===== config.mk =====
export PLATFORM = sky130hd
export DESIGN_NAME = fp_round_pack_stage
export DESIGN_NICKNAME = d
export VERILOG_FILES = /design/src/rtl/fp_round_pack_stage.sv
export SDC_FILE = /design/constraint.sdc
export NUM_CORES = 1
export LEC_CHECK = 0
export ABC_AREA = 1
export CORE_MARGIN = 10
export CORE_UTILIZATION = 40
export CTS_CLUSTER_DIAMETER = 200
export DETAILED_ROUTE_END_ITERATION = 8
export MAX_ROUTING_LAYER = met4
export PLACE_DENSITY_LB_ADDON = 0.3
export SLEW_MARGIN = 20
export SYNTH_ARGS = -nofsm -noshare
export SYNTH_HDL_FRONTEND = slang
export SYNTH_SLANG_ARGS = --single-unit

===== constraint.sdc =====
create_clock -name clk -period 5.74 [get_ports clk]
set_input_delay 0.574 -clock clk [delete_from_list [all_inputs] [get_ports clk]]
set_output_delay 0.574 -clock clk [all_outputs]
set_load 0.005 [all_outputs]

===== src/rtl/fp_round_pack_stage.sv =====
// fp_round_pack_stage: two-stage round-to-nearest-even and IEEE-754 single pack with valid/ready.
// Optional macro ROUND_MODE_EN adds rnd_mode (RNE/RTZ/RUP/RDN) with directed-rounding overflow saturation.
module fp_round_pack_stage #(
  parameter int EXP_W = 8,
  parameter int FRAC_W = 23
) (
  input  logic                    clk,
  input  logic                    rst,
  input  logic                    in_valid,
  output logic                    in_ready,
  input  logic                    in_sign,
  input  logic [EXP_W-1:0]        in_exp,
  input  logic [FRAC_W+3:0]       in_sig,
  input  logic                    in_zero,
`ifdef ROUND_MODE_EN
  input  logic [1:0]              rnd_mode,
`endif
  output logic                    out_valid,
  input  logic                    out_ready,
  output logic [EXP_W+FRAC_W:0]   out_data,
  output logic [2:0]              out_flags
);
  logic adv, l, g, r, s, any, inc;
  logic v1, sign1, inc1, inx1, zero1, carry, c;
  logic [EXP_W-1:0] exp1;
  logic [FRAC_W:0] sig1;
  logic [FRAC_W-1:0] f;
  logic [EXP_W:0] exp_f;
  logic [EXP_W+FRAC_W:0] zero_word, ovf_word, pack;
  logic [2:0] flg;
  assign adv = !out_valid | out_ready;
  assign in_ready = adv;
  assign {l, g, r, s} = in_sig[3:0];
  assign any = g | r | s;
`ifdef ROUND_MODE_EN
  logic [1:0] mode1;
  logic sat;
  assign inc = rnd_mode == 2'b00 ? g & (l | r | s) :
               rnd_mode == 2'b01 ? 1'b0 :
               rnd_mode == 2'b10 ? !in_sign & any : in_sign & any;
  assign sat = mode1 == 2'b01 | (mode1 == 2'b10 & sign1) | (mode1 == 2'b11 & !sign1);
  assign ovf_word = sat ? {sign1, {(EXP_W-1){1'b1}}, 1'b0, {FRAC_W{1'b1}}}
                        : {sign1, {EXP_W{1'b1}}, {FRAC_W{1'b0}}};
  always_ff @(posedge clk)
    if (adv) mode1 <= rnd_mode;
`else
  assign inc = g & (l | r | s);
  assign ovf_word = {sign1, {EXP_W{1'b1}}, {FRAC_W{1'b0}}};
`endif
  always_ff @(posedge clk) begin
    if (rst) v1 <= 1'b0;
    else if (adv) v1 <= in_valid;
    if (adv) begin
      sign1 <= in_sign;
      exp1  <= in_exp;
      sig1  <= in_sig[FRAC_W+3:3];
      inc1  <= inc;
      inx1  <= any;
      zero1 <= in_zero;
    end
  end
  // Carry out of the fraction only renormalizes when the hidden bit is set; frac then wraps to 0.
  assign {c, f} = {1'b0, sig1[FRAC_W-1:0]} + {{FRAC_W{1'b0}}, inc1};
  assign carry = c & sig1[FRAC_W];
  assign exp_f = {1'b0, exp1} + {{EXP_W{1'b0}}, carry};
  assign zero_word = {sign1, {(EXP_W+FRAC_W){1'b0}}};
  always_comb begin
    pack = zero1 ? zero_word :
           exp1 == '0 ? zero_word :
           exp_f >= {1'b0, {EXP_W{1'b1}}} ? ovf_word : {sign1, exp_f[EXP_W-1:0], f};
    flg = zero1 ? 3'b000 :
          exp1 == '0 ? 3'b011 :
          exp_f >= {1'b0, {EXP_W{1'b1}}} ? 3'b101 : {2'b00, inx1};
  end
  always_ff @(posedge clk)
    if (rst) begin
      out_valid <= 1'b0;
      out_data  <= '0;
      out_flags <= '0;
    end else if (adv) begin
      out_valid <= v1;
      out_data  <= pack;
      out_flags <= flg;
    end
endmodule


# Yosys cells after proc, flatten, opt, wreduce, memory -nomap -nowiden
# Index checks and enable logic that the tools add are counted.
classes:
  add_sub_neg: 2
  mux: 6
  n_reduce_logical: 2
  bitwise: 7
  order_cmp: 1
ops:
  columns: ["cell", "count"]
  rows:
  - ["2-to-1 mux 31 bit", 3]
  - ["adder 23 x 1 -> 24 bit", 1]
  - ["adder 8 x 1 -> 9 bit", 1]
  - [">= comparator 9 x 8 -> 1 bit, second input constant", 1]
  - ["2-to-1 mux 3 bit", 3]
  - ["zero test 8 bit", 1]
  - ["OR 1 bit", 5]
  - ["bitwise AND 1 bit", 2]
  - ["zero test 1 bit", 1]
totals:
  out_inout_bits: 37
  inputBits: 41
  regBits: 73

# Logic depth before layout (Yosys ltp)
# Gate-level depths: netlist of the first run.
depth:
  word_depth: 7
  ltp_mapped: 18
  mapped_depth_nobuf: 18

# Worst setup path after synthesis of the first run
# OpenSTA, ideal clock, no wires.
synth_path:
  kind: "register to register"
  start: "register inc1"
  end: "register out_data[22]"
  period_less_slack_ns: 2.524
  path_buffers: 1
  path_stages_with_launch: 19
  setup_ns: 0.132
  path_slack_ns: 3.216
  t_arrival_ns: 2.392
  path_cell_list: "edfxtp_1 -> ha_1 -> inv_1 -> nor2_2 -> nand2_1 -> nor2_4 -> nand4_1 -> nor4_1 -> ha_1 -> nand3_1 -> inv_1 -> nand2_1 -> nand2_1 -> nand2_1 -> nor2_2 -> nand3_4 -> buf_6 -> nand4_1 -> a21oi_1"
synth_via:
  elab_chain_len: 7
synth_lines:
  columns: ["item", "line", "source"]
  rows:
  - ["start: declaration", "24", "logic v1, sign1, inc1, inx1, zero1, carry, c;"]
  - ["start signal: assignment", "57", "inc1 <= inc;"]
  - ["adder 23 x 1 -> 24 bit *", "63", "assign {c, f} = {1'b0, sig1[FRAC_W-1:0]} + {{FRAC_W{1'b0}}, inc1};"]
  - ["bitwise AND 1 bit", "64", "assign carry = c & sig1[FRAC_W];"]
  - ["adder 8 x 1 -> 9 bit", "65", "assign exp_f = {1'b0, exp1} + {{EXP_W{1'b0}}, carry};"]
  - [">= comparator 9 x 8 -> 1 bit", "70", "exp_f >= {1'b0, {EXP_W{1'b1}}} ? ovf_word : {sign1, exp_f[EXP_W-1:0], f};"]
  - ["2-to-1 mux 31 bit *", "70", null]
  - ["2-to-1 mux 31 bit *", "69", "exp1 == '0 ? zero_word :"]
  - ["2-to-1 mux 31 bit *", "68", "pack = zero1 ? zero_word :"]
  - ["end signal: assignment", "82", "out_data <= pack;"]
  - ["end: declaration", "20", "output logic [EXP_W+FRAC_W:0] out_data,"]
# Every way passes the cells marked *; elsewhere a longest branch is shown, timed or not.
# A chain may end at the register's enable or synchronous reset.

# Worst setup path after layout of the first run
layout_path:
  start: "register inc1"
  end: "register out_flags[2]"
layout_via:
  elab_chain_len: 7
layout_lines:
  columns: ["item", "line", "source"]
  rows:
  - ["adder 23 x 1 -> 24 bit", "63", null]
  - ["bitwise AND 1 bit", "64", null]
  - ["adder 8 x 1 -> 9 bit", "65", null]
  - [">= comparator 9 x 8 -> 1 bit", "73", "exp_f >= {1'b0, {EXP_W{1'b1}}} ? 3'b101 : {2'b00, inx1};"]
  - ["2-to-1 mux 3 bit", "73", null]
  - ["2-to-1 mux 3 bit", "72", "exp1 == '0 ? 3'b011 :"]
  - ["2-to-1 mux 3 bit", "71", "flg = zero1 ? 3'b000 :"]
  - ["end signal: assignment", "83", "out_flags <= flg;"]
  - ["end: declaration", "21", "output logic [2:0] out_flags"]
# Every way passes these cells.

==> impl_metrics.json, run 1 <==
{
  "status": "finished, final reports clean",
  "first_iter_violations": 151,
  "finalPower_mw": 1.217,
  "rows": 33,
  "vias": 2955,
  "path_cells": "ha_1 -> inv_1 -> nor2_2 -> nand2_1 -> nor2_4 -> nand4_1 -> nor4_1 -> ha_1 -> nand2_1 -> nand2_1 -> nand2_1 -> nor2_1 -> nand2_1 -> nor2_2 -> nand3_4 -> nand2_4 -> nand2_4 -> a21oi_1",
  "crit_family": "simple AND/OR/NAND/NOR gates",
  "min_period_over_period_pct": 52.00,
  "tightestPinTransition_ns": 0.9018,
  "max_freq_mhz": 335.1,
  "hold_viol_final": 0,
  "ys_async_sr_fraction_pct": 0,
  "synth_edf_count": 36,
  "cts-hold-fix-buffers": 0,
  "yosysUniqueCellTypes": 31,
  "core_um2": 8341,
  "nNetsFinal": 531,
  "maxCapViolations": 0,
  "die_h_um": 113.1,
  "post_cts_buffers": 0,
  "reg2reg_from": "inc1$_DFFE_PP_",
  "crit_type": "flip-flop to flip-flop",
  "grt-ovfl-total": 0,
  "wl_met1_um": 3878,
  "path_max_fanout": 25,
  "power.leakage_nw": 1.806,
  "drc": 0,
  "critPathArrivalTime_ns": 3.25,
  "powerDensity_nw_per_um2": 267.1,
  "dieArea_um2": 12800,
  "synth_top_area_share_pct": 31.16,
  "avgViaCountPerCell": 4.958,
  "die_w_um": 113.1,
  "cp-startpoint": "inc1$_DFFE_PP_",
  "crit_top_cell": "nand2_1",
  "wl_um": 8285,
  "critPathLaunchType": "flip-flop",
  "met3_length_um": 520,
  "ff2ff_path_depth": 18,
  "yosysTopAreaCell": "edfxtp_1",
  "worst_setup_path_end_kind": "flip-flop",
  "drive_gt1_share_pct": 7.332,
  "ant_nets": 0,
  "cts_root_buf": "clkbuf_8",
  "clock_sinks": 73,
  "antenna_found_initial": 0,
  "highest_layer": "met4",
  "synthTopCellsByArea": "edfxtp_1, dfxtp_1, nand2_1, a21oi_1, nand4_1",
  "numCtsBuffers": 9,
  "cp_slowest_cell": "edfxtp_1",
  "cp_num_cells": 18,
  "grt.total_usage_pct": 13.21,
  "insertion_delay_ns": 0.34,
  "first_global_vias": 2848,
  "finalSetupViolations": 0,
  "rsz0062_at_grt": "no",
  "maxSlewHeadroom_pct": 39.68,
  "drt-pass1-iter-count": 4,
  "post_cts_resized": 0,
  "met2_length_um": 3797,
  "syn_inst": 409,
  "drt-wirelength-per-cell_um": 13.90,
  "fin_crit_ns": 2.985,
  "ys_warn_count": 0,
  "grt_max_degree": 39,
  "clk_pin_slew_ns": 0.08,
  "dp_hpwl_um": 6463,
  "crit_end": "out_flags[2]$_SDFFE_PP0P_",
  "synth_area_um2": 3470,
  "antenna_cells": 0,
  "fin_skew_ns": 0.01052,
  "setup_tns_ns": 0,
  "ioPinCount": 78,
  "area_delta_synth_final_pct": 31.27,
  "synth_seq_cells": 73,
  "r2r_slack_ns": 2.76,
  "syn_avg_cell_area_um2": 8.483,
  "io_buffers": 77,
  "finalMaxSlewViolations": 0,
  "cts-htree-levels": 3,
  "reg2reg_to": "out_flags[2]$_SDFFE_PP0P_",
  "ir_worst_vdd_mv": 0.1087,
  "post-route-util_pct": 54.61,
  "max_stage_delay_ns": 0.33,
  "path_buf_inv": 1,
  "syn_nets": 454,
  "cts_tree": "done",
  "synth_commonest_cells": "nand2_1, inv_1, nor2_1, a21oi_1, dfxtp_1",
  "min_path_type": "flip-flop to flip-flop",
  "clockBufferDepth": 2,
  "initial_core_util_pct": 41.60,
  "place_congestion": 0.9064,
  "grt_pass1_wl_um": 13640,
  "crit_required_ns": 6.01,
  "synth.most_common_cell": "nand2_1",
  "yosysSeqAreaShare_pct": 52.51,
  "yosys_most_used_dff": "dfxtp_1"
}
-- sequential cells by signal, indices dropped and copies added (netlist names), 3 cells and up --
register,flops
exp1,8
sig1,24
out_data,32
out_flags,3
-- worst reg2reg max path: stages (launching register included) --
cell      delay, ns
edfxtp_1       0.33
ha_1           0.19
inv_1          0.06
nor2_2         0.18
nand2_1        0.14
nor2_4         0.18
nand4_1        0.11
nor4_1         0.29
ha_1           0.26
nand2_1        0.10
nand2_1        0.08
nand2_1        0.06
nor2_1         0.08
nand2_1        0.06
nor2_2         0.12
nand3_4        0.25
nand2_4        0.14
nand2_4        0.11
a21oi_1        0.17
-- final cells by class --
type	count	area, um^2
Fill cell	797	3786
Sequential cell	73	1822
Multi-Input combinational cell	277	1401
Timing Repair Buffer	80	793.3
Inverter	45	168.9
Clock buffer	12	166.4
Tap cell	105	131.4
Clock inverter	4	71.32
-- where the power goes --
group / internal [mW] / switching [mW]
Sequential: 0.581 / 0.0262
Combinational: 0.0759 / 0.0666
Clock: 0.283 / 0.184
Total: 0.940 / 0.277
-- metrics by stage --
step	std cells	cell area (um^2)	worst slack [ns]	hold WS [ns]
finish	596	4554	2.755	0.4646
CTS	596	4554	2.714	0.4667
floorplan	409	3470	3.216	0.4363
detailed placement	580	4317	2.754	0.4543
global route	596	4554	2.370	0.4879
global placement	580	4317	2.897	0.4455
-- cells by family after synthesis --
logic type / synth area share, %
xor gates and xnor gates: 3.282
buffers and inverters: 7.176
AOI/OAI and AO/OA: 7.537
adders and majority gates: 1.443
DFF: 52.51
and+or+nand+nor: 28.06
-- cell usage in the layout, fill, tap and decap left out, drive strengths merged --
cell           count
a211oi             1
xor2               7
xnor2              6
nand4             29
o21ai              4
o21bai             3
edfxtp            36
nor2              46
a21oi             40
nand3             18
nor4               1
clkdlybuf4s50     77
bufinv             2
ha                 4
dfxtp             37
clkbuf            12
nor3               1
clkinv             1
buf                3
nand2            115
or2                2
inv               46
-- worst min-delay path by stage --
stage / startpoint / endpoint / slack, ns / cells past startpoint
final: v1$_SDFFE_PP0P_ / out_valid$_SDFFE_PP0P_ / 0.46 / 2
after global routing: out_data[8]$_SDFFE_PP0P_ / out_data[8]$_SDFFE_PP0P_ / 0.49 / 2
after CTS: out_data[8]$_SDFFE_PP0P_ / out_data[8]$_SDFFE_PP0P_ / 0.47 / 2
after detailed placement: out_data[8]$_SDFFE_PP0P_ / out_data[8]$_SDFFE_PP0P_ / 0.45 / 2
after global placement: v1$_SDFFE_PP0P_ / out_valid$_SDFFE_PP0P_ / 0.45 / 2
after floorplan: v1$_SDFFE_PP0P_ / out_valid$_SDFFE_PP0P_ / 0.44 / 2
-- layer usage --
layer  vias to the layer above  track usage (%)
li1                       1507                -
met1                      1353            17.00
met2                        86            19.70
met3                         9            3.170
met4                         0            4.822
met5                         -                -
Note: power is estimated with default switching activity, not from simulation.
==> run 2, diff against run 1 <==
- clock period: 5.74 -> 3.1 ns (I/O delays scaled with it)
==> run 2 against run 1 <==
Power rose by 67%. Clock skew grew 0.0010 ns. Worst hold slack worse by 0.0054 ns. Via count is 0.74% lower. Sequential power grew 85%. Flip-flop and latch count did not move. Critical path depth did not move. Largest cell class unchanged.
==> impl_metrics.json, run 2 (synthesis results as in run 1) <==
{
  "status": "finished, final reports clean",
  "die_h_um": 113.1,
  "rsz0062_at_grt": "yes",
  "maxSlewHeadroom_pct": 34.41,
  "grt_max_degree": 39,
  "grt_pass1_wl_um": 13820,
  "switchingPower_mw": 0.5267,
  "dp.cells": 580,
  "dp_hpwl_um": 6542,
  "path_buf_inv": 3,
  "drc": 0,
  "insertion_delay_ns": 0.35,
  "final_cell_area_um2": 4586,
  "use_met3_pct": 3.117,
  "fin_skew_ns": 0.01156,
  "pre_cts_ws_ns": 0.04980,
  "die_w_um": 113.1,
  "first_global_vias": 2763,
  "drt-wirelength-per-cell_um": 14.38,
  "avgViaCountPerCell": 4.880,
  "tightestPinTransition_ns": 0.9807,
  "max_stage_delay_ns": 0.34,
  "layout_common_cells": "nand2_1, clkdlybuf4s50_1, inv_1, nor2_1, dfxtp_1",
  "place_congestion": 0.9324,
  "area_delta_synth_final_pct": 32.17,
  "path_max_fanout": 11,
  "clk_pin_slew_ns": 0.08,
  "cp_slowest_cell": "edfxtp_1",
  "worst_setup_path_end_kind": "flip-flop",
  "p_int_mw": 1.503,
  "io_buffers": 77,
  "numCtsBuffers": 9,
  "top_register": "out_data",
  "place_area_um2": 4317,
  "wl_um": 8640,
  "drt-pass1-iter-count": 5,
  "clock_sinks": 73,
  "hold_viol_final": 0,
  "grt.total_usage_pct": 13.42,
  "critPathArrivalTime_ns": 3.10,
  "vias": 2933,
  "largest_reg_flops": 32,
  "power.leakage_nw": 1.803,
  "largestRegisters": "out_data: 32 flops, sig1: 24 flops, exp1: 8 flops",
  "maxCapViolations": 0,
  "core_um2": 8341,
  "grt_busiest_layer": "met2",
  "powerDensity_nw_per_um2": 442.7,
  "initial_core_util_pct": 41.60,
  "min_path_type": "flip-flop to flip-flop",
  "clockBufferDepth": 2,
  "layoutNonFillerInstCount": 601,
  "grt-ovfl-total": 0,
  "nNetsFinal": 536,
  "path_cells": "ha_2 -> inv_1 -> nor2_4 -> nand2_2 -> nor2_4 -> nand4_1 -> nor4_4 -> ha_2 -> nand3_1 -> inv_1 -> nand2_1 -> nand2_1 -> nand2_1 -> nor2_4 -> nand3_4 -> buf_12 -> nand4_1 -> a21oi_1",
  "crit_family": "simple AND/OR/NAND/NOR gates",
  "pwr-share-comb_pct": 13.4,
  "crit_required_ns": 3.32,
  "swShare_pct": 25.95,
  "min_period_over_period_pct": 92.99,
  "rows": 33,
  "cts-htree-levels": 3,
  "antenna_cells": 0,
  "ioPinCount": 78,
  "clkPwrFrac_pct": 31.2,
  "max_freq_mhz": 346.9,
  "finalMaxSlewViolations": 0,
  "cts_root_buf": "clkbuf_8",
  "gr-usage-met2_pct": 18.82,
  "cts-hold-fix-buffers": 0,
  "worst_slack_ns": 0.2173,
  "crit_type": "flip-flop to flip-flop",
  "cts_tree": "done",
  "drive_gt1_share_pct": 9.476,
  "post-route-util_pct": 54.98,
  "ant_nets": 0,
  "critPathLaunchType": "flip-flop",
  "fin_crit_ns": 2.883,
  "antenna_found_initial": 0,
  "first_iter_violations": 163,
  "use_met1_pct": 18.52,
  "finalSetupViolations": 0,
  "final_common_cell": "nand2_1",
  "dieArea_um2": 12800,
  "setup_tns_ns": 0,
  "seqPwrFrac_pct": 55.4,
  "ir_worst_vdd_mv": 0.2181
}
-- run 2: changes by cell type in the layout (fill, tap and decap cells not counted), moves of 2 or more --
cell       change
buf_4          +3
ha_1           -3
ha_2           +3
nor2_2         -3
nor2_4         +3
a21oi_1        -2
a21oi_2        +2
bufinv_16      -2
clkinv_2       +2
-- run 2: worst reg2reg max path, delay by kind of cell, from the launching register on --
kind / cells / cell delay (ns)
DFF: 1 / 0.34
adders and majority gates: 2 / 0.41
AOI/OAI and AO/OA: 1 / 0.08
and+or+nand+nor: 12 / 1.61
buffers and inverters: 3 / 0.32
-- run 2: power groups by stage --
stage | logic [mW] | registers (mW) | clock network (mW)
floorplan | 0.131 | 1.14 | 0
global placement | 0.263 | 1.14 | 0
detailed placement | 0.266 | 1.15 | 0
CTS | 0.268 | 1.12 | 0.648
global route | 0.302 | 1.13 | 0.691
finish | 0.273 | 1.12 | 0.633
-- run 2: metrics by stage --
stage / total power, mW / hold slack [ns]
after floorplan: 1.266 / 0.4089
after global placement: 1.407 / 0.4450
after detailed placement: 1.412 / 0.4485
after CTS: 2.039 / 0.4603
after global routing: 2.126 / 0.4845
final: 2.030 / 0.4592
-- run 2: path summary, 6_finish.rpt --
| kind | slack [ns] | cells after the start | endpoint | startpoint |
|---|---|---|---|---|
| setup / recovery | 0.22 | 18 | out_data[22]$_SDFFE_PP0P_ | sig1[0]$_DFFE_PP_ |
| hold / removal | 0.46 | 2 | out_valid$_SDFFE_PP0P_ | v1$_SDFFE_PP0P_ |
| setup reg to reg | 0.22 | 18 | out_data[22]$_SDFFE_PP0P_ | sig1[0]$_DFFE_PP_ |
| hold reg to reg | 0.46 | 2 | out_valid$_SDFFE_PP0P_ | v1$_SDFFE_PP0P_ |
-- run 2: area by class of cell --
cell class	instances	area, um^2
inverters	45	168.9
fillers	793	3755
clock inverters	6	33.78
clock buffers	10	127.6
repair buffers	84	835.8
flip-flops and latches	73	1822
multi-input cells	278	1466
well taps	105	131.4
-- run 2: routing by layer --
metal,routed length (um),vias to the layer above
li1,-,1516
met2,3811,85
met1,4211,1319
met5,0,-
met4,114,0
met3,502,13
-- run 2: timing repair --
item                                    4_1_cts  5_1_grt
resized for setup                             0       12
endpoints found under the hold margin         0        0
buffers inserted                              0        4
endpoints found under the setup margin        0       33
